## src/rtl/md_ctrl_pkg.sv

```systemverilog
// Shared constants, state encoding and helpers for the mul/div sequencer.
// Latency: n/a (declarations only).
// Backpressure: n/a.
package md_ctrl_pkg;

  // Instruction field values that select the multi-cycle unit
  localparam logic [4:0] R_OP    = 5'b00000;
  localparam logic [4:0] ALU_MUL = 5'b00110;
  localparam logic [4:0] ALU_DIV = 5'b00111;

  // Exception reporting goes through rstatus with an op-specific code
  localparam logic [4:0]  RSTATUS_REG = 5'd30;
  localparam logic [31:0] EXC_MUL     = 32'd4;
  localparam logic [31:0] EXC_DIV     = 32'd5;

  typedef enum logic [1:0] {
    ST_IDLE  = 2'd0,
    ST_START = 2'd1,
    ST_BUSY  = 2'd2,
    ST_DONE  = 2'd3
  } md_state_t;

  // rstatus code for a failed operation of the given kind
  function automatic logic [31:0] exc_code(input logic is_div);
    return is_div ? EXC_DIV : EXC_MUL;
  endfunction

endpackage

```

## src/rtl/md_insn_decode.sv

```systemverilog
// Recognises mul/div in DX and extracts the destination register.
// Latency: combinational, zero cycles.
// Backpressure: none; pure decode, also used by the hazard unit.
module md_insn_decode
  import md_ctrl_pkg::*;
(
  input  logic [31:0] i_insn,
  input  logic        i_valid,
  output logic        o_is_md,
  output logic        o_is_div,
  output logic [4:0]  o_rd
);

  logic [4:0] w_opcode;
  logic [4:0] w_alu_op;
  logic       w_is_rop;
  logic       w_unused;

  assign w_opcode = i_insn[31:27];
  assign w_alu_op = i_insn[6:2];
  assign w_is_rop = (w_opcode == R_OP);

  // Bubbles never count as mul/div, whatever bits they carry
  assign o_is_md  = i_valid & w_is_rop & ((w_alu_op == ALU_MUL) | (w_alu_op == ALU_DIV));
  assign o_is_div = (w_alu_op == ALU_DIV);
  assign o_rd     = i_insn[26:22];

  // Remaining instruction fields play no part in this decode
  assign w_unused = ^{i_insn[21:7], i_insn[1:0]};

endmodule

```

## src/rtl/multdiv_controller.sv

```systemverilog
// Sequences the shared multiplier/divider for one DX mul/div at a time.
// Latency: start pulse 1 cycle after decode; writeback 1 cycle after unit ready or timeout.
// Backpressure: holds stall from decode until the unit answers, times out or is flushed.
module multdiv_controller
  import md_ctrl_pkg::*;
#(
  parameter int TIMEOUT = 64,
  parameter int CNT_W   = 8
) (
  input  logic        i_clock,
  input  logic        i_reset,
  input  logic [31:0] i_dx_insn,
  input  logic        i_dx_valid,
  input  logic [31:0] i_dx_op_a,
  input  logic [31:0] i_dx_op_b,
  input  logic        i_flush,
  output logic        o_md_ctrl_mult,
  output logic        o_md_ctrl_div,
  output logic [31:0] o_md_op_a,
  output logic [31:0] o_md_op_b,
  input  logic [31:0] i_md_result,
  input  logic        i_md_ready,
  input  logic        i_md_exception,
  output logic        o_stall,
  output logic        o_wb_valid,
  output logic [4:0]  o_wb_rd,
  output logic [31:0] o_wb_data
);

  // Last BUSY count before the operation is declared dead
  localparam logic [CNT_W-1:0] LP_LAST_CNT = CNT_W'(TIMEOUT - 1);

  logic             w_is_md;
  logic             w_is_div;
  logic [4:0]       w_rd;
  logic             w_issue;

  md_state_t        r_state;
  logic [CNT_W-1:0] r_cnt;
  logic [31:0]      r_op_a;
  logic [31:0]      r_op_b;
  logic [4:0]       r_rd;
  logic             r_is_div;
  logic             r_mult;
  logic             r_div;
  logic             r_wb_valid;
  logic [4:0]       r_wb_rd;
  logic [31:0]      r_wb_data;

  md_insn_decode u_decode (
    .i_insn   (i_dx_insn),
    .i_valid  (i_dx_valid),
    .o_is_md  (w_is_md),
    .o_is_div (w_is_div),
    .o_rd     (w_rd)
  );

  // Decode is only honoured in IDLE, so the instruction sitting in DX during DONE cannot retrigger
  assign w_issue = (r_state == ST_IDLE) & w_is_md & ~i_flush;

  // Freeze the front of the pipe from decode until the result is handed back
  assign o_stall = w_issue | (r_state == ST_START) | (r_state == ST_BUSY);

  // Sequencer: latch operands, pulse the unit, wait for ready or timeout, write back once
  always_ff @(posedge i_clock) begin
    if (i_reset) begin
      r_state    <= ST_IDLE;
      r_cnt      <= '0;
      r_op_a     <= '0;
      r_op_b     <= '0;
      r_rd       <= '0;
      r_is_div   <= 1'b0;
      r_mult     <= 1'b0;
      r_div      <= 1'b0;
      r_wb_valid <= 1'b0;
      r_wb_rd    <= '0;
      r_wb_data  <= '0;
    end else begin
      // Pulses and writeback last a single cycle unless re-armed below
      r_mult     <= 1'b0;
      r_div      <= 1'b0;
      r_wb_valid <= 1'b0;
      r_wb_rd    <= '0;
      r_wb_data  <= '0;
      case (r_state)
        ST_IDLE: begin
          if (w_issue) begin
            r_op_a   <= i_dx_op_a;
            r_op_b   <= i_dx_op_b;
            r_rd     <= w_rd;
            r_is_div <= w_is_div;
            r_mult   <= ~w_is_div;
            r_div    <= w_is_div;
            r_state  <= ST_START;
          end
        end
        ST_START: begin
          // The unit cannot answer in its start cycle, so md_ready is not looked at here
          r_cnt   <= '0;
          r_state <= i_flush ? ST_IDLE : ST_BUSY;
        end
        ST_BUSY: begin
          r_cnt <= r_cnt + CNT_W'(1);
          if (i_flush) begin
            r_state <= ST_IDLE;
          end else if (i_md_ready) begin
            r_state <= ST_DONE;
            if (i_md_exception) begin
              r_wb_valid <= 1'b1;
              r_wb_rd    <= RSTATUS_REG;
              r_wb_data  <= exc_code(r_is_div);
            end else if (r_rd != 5'd0) begin
              r_wb_valid <= 1'b1;
              r_wb_rd    <= r_rd;
              r_wb_data  <= i_md_result;
            end
          end else if (r_cnt == LP_LAST_CNT) begin
            // Unit never answered: report it like a unit exception
            r_state    <= ST_DONE;
            r_wb_valid <= 1'b1;
            r_wb_rd    <= RSTATUS_REG;
            r_wb_data  <= exc_code(r_is_div);
          end
        end
        ST_DONE: begin
          // Writeback is already committed; a flush here does not cancel it
          r_state <= ST_IDLE;
        end
        default: r_state <= ST_IDLE;
      endcase
    end
  end

  assign o_md_ctrl_mult = r_mult;
  assign o_md_ctrl_div  = r_div;
  assign o_md_op_a      = r_op_a;
  assign o_md_op_b      = r_op_b;
  assign o_wb_valid     = r_wb_valid;
  assign o_wb_rd        = r_wb_rd;
  assign o_wb_data      = r_wb_data;

endmodule

```

## config.mk

```make
export PLATFORM = sky130hd
export DESIGN_NAME = multdiv_controller
export DESIGN_NICKNAME = d
export VERILOG_FILES = /design/src/rtl/md_ctrl_pkg.sv /design/src/rtl/md_insn_decode.sv /design/src/rtl/multdiv_controller.sv
export SDC_FILE = /design/constraint.sdc
export NUM_CORES = 1
export LEC_CHECK = 0
export CORE_UTILIZATION = 41
export CTS_CLUSTER_DIAMETER = 120
export CTS_CLUSTER_SIZE = 16
export DETAILED_ROUTE_END_ITERATION = 8
export PLACE_DENSITY = 0.85
export SLEW_MARGIN = 20
export SYNTH_ARGS = -nofsm -noshare
export SYNTH_HDL_FRONTEND = slang
export SYNTH_SLANG_ARGS = --single-unit
```

## constraint.sdc

```tcl
create_clock -name i_clock -period 4.8 [get_ports i_clock]
set_clock_uncertainty 0.2 [all_clocks]
set_input_delay 0.48 -clock i_clock [delete_from_list [all_inputs] [get_ports i_clock]]
set_output_delay 0.48 -clock i_clock [all_outputs]
set_load 0.02 [all_outputs]
```

==> qor.csv, run 1 <==
stage,metric,value,unit
status,outcome,"complete, no violations",
sta,Setup TNS Final,0,ns
route,drc violations,0,
global_routing,Top Usage Layer GRT,met2,
route,Vias,3933,
synth,Post-Syn Area,0.00419,mm^2
synth,Synth Register Bits,120,
die,Cell Rows,36,
die,Initial Util,42.5,%
synth,syn_nets,599,
clocking,post-CTS setup buffers,0,
clocking,post-cts resize count,0,
route,Via density,4.78,
synth,ys flop type,dfxtp_1,
route,1st-iter DRT viols,100,
sta,slew at the pin closest to its max-slew limit,0.838,ns
synth,Synth Area in Simple Gates,23.7,%
critical_path,"Arr. time, crit path",2.29,ns
critical_path,r2r setup slk,2.26,ns
pwr,Pwr Density,347,mW/mm^2
synth,Unique masters post-synth,42,
route,post-route antenna net violation count,0,
finish,Final #Nets,815,
synth,"Seq/Total Area, Yosys",57.3,%
synth,Gate Count Post-Synth,460,
clocking,CTS H-tree lvls,4,
synth,largest family of logic cells by synthesized area,simple AND/OR/NAND/NOR gates,
sta,Final Hold Viols,0,
synth,post-synthesis mux area share,0.477,%
place,placed cell count,789,
synth,"Warnings, synthesis",0,
finish,n_diodes,0,
worst_hold_path,WHS Path Cells,2,
sta,f_max,337,MHz
global_routing,largest net degree at the start of global routing,79,
worst_hold_path,HP Start,o_md_op_a[8],
clocking,clock tree from TritonCTS,yes,
critical_path,Required @ worst endpoint,4.12,ns
synth,post-synthesis async set-or-reset flop share,0,%
die,Die Y-Extent,103,um
pwr,Leak,2.49,nW
route,final wirelength,11800,um
route,per-cell routed wire length,14.3,um
pwr,worst vdd ir,0.345,mV
sta,Setup Viol. Count Final,0,
global_routing,met1 global-route usage,22.5,%
synth,Post-Syn Area per Cell,9.11,um^2
critical_path,crit path capture type,output pin,
critical_path,CP max FO,5,
route,DRT Pass-1 Iters,4,
sta,Final min period,2.97,ns
place,I/O Buffers,221,
place,gpl congestion,0.776,
die,core area,0.00986,mm^2
die,I/O pins,239,
global_routing,initial antenna violation count,0,
critical_path,critical path class,input port to output pin,
die,Die Width,103,um
clocking,Hold Buf Count CTS,0,
critical_path,Worst R2R Start,r_state[0],
clocking,Sink Count,120,
synth,Post-Synth XOR/XNOR Area,1.25,%
synth,Synth Area in Adders,1.49,%
sta,RSZ-0062 raised after global routing,false,
global_routing,Congestion Overflow GR,0,
sta,normalized max-slew margin,44.1,%
die,Die Area,0.0106,mm^2
finish,fraction of layout cells with a size suffix above 1,6.68,%
synth,Post-synth EDFFs,0,
sta,Final Max Slew Viols,0,
critical_path,Reg2Reg Depth,6,
clocking,CTS buffer count,17,
place,HPWL Detailed,8140,um
global_routing,met3 GRT Util,8.41,%
clocking,CTS Buffer Depth,2,
clocking,clock latency on the worst-skew pair,0.51,ns
global_routing,Tot GR Track Use,22.2,%
flow_run,Max Cap Viol,0,
global_routing,routing usage on met2,38.3,%
finish,final non-filler cell total,822,
critical_path,reg2reg end,o_md_op_a[10],
worst_hold_path,hold crit path type,flop to flop,
global_routing,vias in the first global route,3849,
finish,synthesis-to-layout area growth,67.8,%
worst_hold_path,Hold EP,o_md_op_a[8],
clocking,root buf cell,clkbuf_8,
global_routing,first-pass GRT wire length,17700,um
sta,fin crit share,61.9,%
clocking,"CTS clk-pin slew, worst paths",0.06,ns
synth,Compound-Gate Fraction of Synth Area,10.9,%
critical_path,Setup crit start kind,input port,
-- worst max path at each step --
stage	start	to	slack, ns	depth (start not counted)
global route	i_flush	o_stall	1.78	5
finish	i_flush	o_stall	1.83	5
CTS	i_flush	o_stall	1.85	5
floorplan	i_dx_insn[6]	o_stall	2.72	4
global placement	i_flush	o_md_op_b[31]	1.66	6
detailed placement	i_flush	o_md_op_b[31]	1.56	6
-- worst max-delay path, cell delays in order --
cell	delay, ns
clkdlybuf4s50_1	0.52
nor4b_2	0.44
nand4_4	0.14
nand2_1	0.11
clkdlybuf4s50_1	0.60
-- sequential cells by signal, indices dropped and copies added, names as in the netlist --
register	flops
o_md_ctrl_div	1
o_md_op_b	32
o_wb_valid	1
r_is_div	1
o_wb_data	32
o_md_ctrl_mult	1
r_cnt	8
r_state	2
o_md_op_a	32
r_rd	5
o_wb_rd	5
-- cells by family after synthesis --
group / Yosys count
compound gates: 84
flops: 120
simple gates: 211
buf+inv: 32
mux: 2
xor+xnor: 6
fa+ha+maj: 5
-- per-stage QoR --
stage | area (um^2) | utilization, % | hold slack (ns) | worst slack (ns) | power (mW)
floorplan | 4190 | - | 0.245 | 2.72 | 1.05
global placement | 6410 | 65.0 | 0.242 | 1.66 | 1.16
finish | 7040 | 71.3 | 0.253 | 1.83 | 2.44
global route | 7040 | 71.3 | 0.272 | 1.78 | 2.53
CTS | 7030 | 71.2 | 0.255 | 1.85 | 2.47
detailed placement | 6410 | 65.0 | 0.246 | 1.56 | 1.16
-- power by group --
part	switching (mW)	leakage [nW]	internal [mW]
Combinational	0.0431	1.22	0.0950
Sequential	0.00210	0.966	0.999
Clock	0.458	0.296	0.847
-- cells in the final DEF (no fill, tap or decap), types with 4 or more instances in the layout --
master / n
clkdlybuf4s50_1: 220
nand2_1: 143
dfxtp_1: 120
a21oi_1: 71
and2_1: 31
clkbuf_16: 16
nor2_1: 10
o21a_1: 5
ha_1: 5
inv_1: 4
nand4_1: 4
clkinv_4: 4
bufinv_16: 4
-- routing by layer --
layer / vias to the layer above / part of all wire, % / wire, um
li1: 1932 / - / -
met1: 1797 / 38 / 4440
met2: 169 / 50 / 5920
met3: 35 / 8.3 / 973
met4: 0 / 3.7 / 439
met5: - / 0 / 0
-- synth_stat cells (2+ instances only) --
| cell type | number | area, um^2 |
|---|---|---|
| nand2_1 | 143 | 537 |
| dfxtp_1 | 120 | 2400 |
| a21oi_1 | 71 | 355 |
| and2_1 | 31 | 194 |
| clkbuf_1 | 15 | 56.3 |
| buf_6 | 11 | 124 |
| nor2_1 | 10 | 37.5 |
| ha_1 | 5 | 62.6 |
| o21a_1 | 5 | 37.5 |
| inv_1 | 4 | 15.0 |
| nand4_1 | 4 | 25.0 |
| nand2b_1 | 3 | 18.8 |
| nor3_1 | 3 | 15.0 |
| xnor2_1 | 3 | 26.3 |
| xor2_1 | 3 | 26.3 |
| a211oi_1 | 2 | 15.0 |
| mux2i_1 | 2 | 20.0 |
-- layout make-up --
type,instances,area (um^2)
multi-input cells,308,1600
fillers,715,2830
repair buffers,225,2240
inverters,4,15.0
clock inverters,14,198
well taps,133,166
flip-flops and latches,120,2400
clock buffers,18,418
Note: power is estimated with default switching activity, not from simulation.
==> run 2, diff against run 1 <==
--- a/config.mk
+++ b/config.mk
@@ -5,11 +5,11 @@
 export SDC_FILE = /design/constraint.sdc
 export NUM_CORES = 1
 export LEC_CHECK = 0
-export CORE_UTILIZATION = 41
+export CORE_UTILIZATION = 34
 export CTS_CLUSTER_DIAMETER = 120
 export CTS_CLUSTER_SIZE = 16
 export DETAILED_ROUTE_END_ITERATION = 8
-export PLACE_DENSITY = 0.85
+export PLACE_DENSITY = 0.76
 export SLEW_MARGIN = 20
 export SYNTH_ARGS = -nofsm -noshare
 export SYNTH_HDL_FRONTEND = slang
==> constraint.sdc (replaced) <==
create_clock -name i_clock -period 2.4 [get_ports i_clock]
set_clock_uncertainty 0.2 [all_clocks]
set_input_delay 0.24 -clock i_clock [delete_from_list [all_inputs] [get_ports i_clock]]
set_output_delay 0.24 -clock i_clock [all_outputs]
set_load 0.02 [all_outputs]
==> qor.csv, run 2 (same netlist as run 1, synthesis figures left out) <==
stage,metric,value,unit
sta,final worst slack,0.253,ns
place,I/O Buffers,221,
place,Area after DPL,0.00650,mm^2
global_routing,vias in the first global route,3797,
global_routing,Congestion Overflow GR,0,
pwr,Leak,2.57,nW
clocking,root buf cell,clkbuf_16,
finish,Final Util,59.8,%
critical_path,Required @ worst endpoint,2.54,ns
critical_path,Setup crit start kind,flop,
die,Initial Util,34.9,%
clocking,CTS Buffer Depth,2,
route,1st-iter DRT viols,171,
clocking,CTS H-tree lvls,4,
route,final wirelength,11500,um
sta,RSZ-0062 raised after global routing,false,
worst_hold_path,WHS Path Cells,2,
route,drc violations,0,
finish,Final #Nets,821,
sta,normalized max-slew margin,64.3,%
finish,"commonest non-fill, non-tap cell in the layout",clkdlybuf4s50_1,
sta,f_max,466,MHz
die,Die Area,0.0128,mm^2
route,post-route antenna net violation count,0,
finish,n_diodes,0,
route,per-cell routed wire length,13.6,um
clocking,"CTS clk-pin slew, worst paths",0.06,ns
route,Vias,3906,
pwr,worst vdd ir,0.513,mV
critical_path,"Arr. time, crit path",2.28,ns
die,I/O pins,239,
clocking,Sink Count,120,
sta,Final min period,2.15,ns
global_routing,initial antenna violation count,0,
place,gpl congestion,0.736,
route,met1 WL,4670,um
place,HPWL Detailed,8410,um
critical_path,CP max FO,52,
sta,WHS,0.103,ns
die,Die Y-Extent,113,um
place,Place WS,-0.0295,ns
global_routing,Tot GR Track Use,18.4,%
route,routed wl met3,946,um
die,Die Width,113,um
finish,"commonest cells after routing, fill and taps aside","clkdlybuf4s50_1, nand2_1, dfxtp_1",
flow_run,Max Cap Viol,0,
sta,Setup TNS Final,0,ns
sta,slew at the pin closest to its max-slew limit,0.535,ns
clocking,clock latency on the worst-skew pair,0.41,ns
finish,fraction of layout cells with a size suffix above 1,7.64,%
clocking,clock tree from TritonCTS,yes,
pwr,Pwr Density,716,mW/mm^2
clocking,post-CTS setup buffers,0,
worst_hold_path,hold crit path type,input port to flop,
die,core area,0.0120,mm^2
sta,Final Hold Viols,0,
critical_path,critical path class,flop to flop,
status,outcome,"complete, no violations",
route,DRT Pass-1 Iters,4,
sta,Final Max Slew Viols,0,
critical_path,Reg2Reg Depth,7,
die,Cell Rows,40,
sta,Setup Viol. Count Final,0,
finish,synthesis-to-layout area growth,71.4,%
route,Via density,4.64,
route,wire length on met2,5610,um
finish,post-route cell area,0.00719,mm^2
clocking,CTS buffer count,17,
sta,fin crit share,89.5,%
critical_path,crit path capture type,flop,
route,DR top layer,met4,
global_routing,largest net degree at the start of global routing,53,
global_routing,first-pass GRT wire length,18200,um
run 2: worst paths after layout:
| path | slack, ns | end | startpoint |
|---|---|---|---|
| setup reg to reg | 0.25 | o_md_op_a[14] | r_state[1] |
| setup / recovery | 0.25 | o_md_op_a[14] | r_state[1] |
| hold / removal | 0.10 | o_md_op_b[13] | i_reset |
| hold reg to reg | 0.25 | o_md_op_b[24] | o_md_op_b[24] |
run 2: final cells by class:
cell class | instances | area (um^2)
multi-input combinational | 308 | 1610
tap | 147 | 184
timing repair buffer | 231 | 2310
clock buffer | 17 | 425
inverter | 4 | 15.0
fill | 1031 | 4820
sequential | 120 | 2400
clock inverter | 14 | 244
run 2: report_power, final:
group | internal [mW] | switching [mW] | total (mW)
sequential | 2.00 | 0.00396 | 2.00
combinational | 0.194 | 0.0863 | 0.281
clock | 1.95 | 0.913 | 2.86
run 2: timing repair:
action	in CTS	in global routing
hold buffers	0	0
resized for setup	1	2
endpoints found under the setup margin	1	1
cloned	0	0
run 2: critical path, cell delays in order, from the launching register on:
cell,delay [ns]
dfxtp_1,0.37
inv_1,0.10
ha_2,0.22
nand4_4,0.07
buf_4,0.46
buf_4,0.35
nand2_1,0.09
a21oi_1,0.17
run 2: per-stage QoR:
stage	power (mW)	cells
floorplan	2.11	460
global placement	2.32	810
detailed placement	2.32	810
CTS	5.20	841
global route	5.32	841
finish	5.15	841
run 2: per-layer routing:
layer  track usage [%]  vias up
met2              31.0      176
met3              7.66       22
met5                 0        -
met1              20.2     1767
li1                  -     1941
met4              7.89        0
==> variant (settings of run 1) <==
Reset style: asynchronous (`i_reset`), changed in one clocked block.
--- a/src/rtl/multdiv_controller.sv
+++ b/src/rtl/multdiv_controller.sv
@@ -62,7 +62,7 @@
   assign o_stall = w_issue | (r_state == ST_START) | (r_state == ST_BUSY);
 
   // Sequencer: latch operands, pulse the unit, wait for ready or timeout, write back once
-  always_ff @(posedge i_clock) begin
+  always_ff @(posedge i_clock or posedge i_reset) begin
     if (i_reset) begin
       r_state    <= ST_IDLE;
       r_cnt      <= '0;
Check against the original RTL: differs if i_reset is asserted again (counterexample within 4 cycles, from zero or initial values and one cycle with i_reset high); with i_reset held inactive, the same outputs for 10 cycles.
==> variant against run 1 <==
Final area grew 9.7%. Wire length shrank 0.66%. Area after synthesis grew 15%. Setup slack lost 0.15 ns. Register-to-register slack lost 0.26 ns. Maximum frequency shrank 4.8%. Sequential cell count is the same. Synthesized cell count shrank 32%. Die area grew 15%.
Power is not compared: it rests on default switching activity, and its combinational part moved more than twofold at a synthesized area within 25%.
==> variant: results (changes against run 1) <==
- Status: finished clean
- CP peak stage delay: 0.63 ns (+0.03 ns)
- CTS root buffer: clkbuf_16
- Slew HR: 24.86% (-19 points)
- Post-synth ARST share: 100.0% (+100 points)
- FILL cells: 835 (+17%)
- Reg-to-Reg Start: r_state[0]$_DFFE_PP0P_
- Post-Syn Instances: 315 (-32%)
- GP Congestion: 0.7168 (-7.7%)
- Critical Path Fanout Max: 9 (+4)
- Min-Delay Path Depth: 1 (-1)
- Final HPWL DP: 8349 um (+2.6%)
- Vias in the first global route: 3,699 (-3.9%)
- Dpl cells: 669 (-15%)
- Final wirelength: 11,690 um (-0.66%)
- Synth top area cells: dfrtp_1 62%, mux2_4 21%, and2_1 4.0%, buf_6 1.6%, nor2_1 1.3%
- Share of post-route cells with drive strength above 1: 18.85% (+12 points)
- TritonCTS buffer count: 17 (unchanged)
- Via count: 3,329 (-15%)
- Reg-to-reg slack, setup: 2.00 ns (-0.26 ns)
- Largest net degree at the start of global routing: 63 (-20%)
- Overall global routing resource usage: 20.71% (-1.5 points)
- CP Data Arrival Time: 2.44 ns (+0.15 ns)
- Distinct cell type count of the synthesized netlist: 31 (-26%)
- Reg area: 3003 sq um (+25%)
- Worst hold slack: 0.2931 ns (+0.04009 ns)
- Nets@finish: 683 (-16%)
- Sequential element share of the synthesized area: 62.27% (+5.0 points)
- Endpoint, Worst Hold: r_is_div$_DFFE_PP0P_
- Finished Layout Cells: 700 (-15%)
- DRT iter0 DRCs: 97 (-3.0%)
- FF-to-FF End: o_md_op_b[15]$_DFFE_PP0P_
- # resized after CTS: 0 (unchanged)
## variant: critical path, delay by kind of cell
kind	cells	cell delay, ns
buffers and inverters	2	1.15
AND/OR/NAND/NOR	3	0.81
## variant: power groups by stage
stage	Clock, mW	Combinational [mW]	Sequential [mW]
detailed placement	0	0.324	1.07
floorplan	0	0.145	1.08
finish	1.21	0.324	1.05
global route	1.28	0.357	1.06
CTS	1.23	0.329	1.05
global placement	0	0.315	1.07
## variant: cell families (layout without fill, tap and decap cells)
family / after synthesis / after routing / synth area share (%)
fa+ha+maj: 4 / 4 / 1.038
flops: 120 / 120 / 62.27
simple gates: 82 / 82 / 9.860
xor+xnor: 2 / 2 / 0.3633
compound gates: 19 / 19 / 2.231
mux: 70 / 70 / 21.69
buf+inv: 18 / 260 / 2.543
## variant: layout make-up
class / count / share of cell area (%)
multi-input cells: 177 / 22.13
repair buffers: 223 / 29.02
inverters: 6 / 0.3242
well taps: 143 / 2.318
clock inverters: 9 / 1.297
flip-flops and latches: 120 / 38.90
clock buffers: 22 / 6.014
## variant: per-layer routing
metal	part of all wire [%]	GRT usage [%]	vias to the layer above
met2	52	35.24	152
li1	-	-	1528
met3	7.5	7.684	25
met5	0	0	-
met1	38	23.18	1624
met4	2.4	9.067	0
## variant: worst max path at each step
stage,from,endpoint,slack (ns),cells after the start
2_1_floorplan,i_reset,o_md_ctrl_div$_DFF_PP0_,0.93,1
3_3_place_gp,i_flush,o_stall,1.75,5
3_5_place_dp,i_flush,o_stall,1.68,5
4_1_cts,i_flush,o_stall,1.66,5
5_1_grt,r_state[0]$_DFFE_PP0P_,o_stall,1.60,6
6_report,i_flush,o_stall,1.68,5
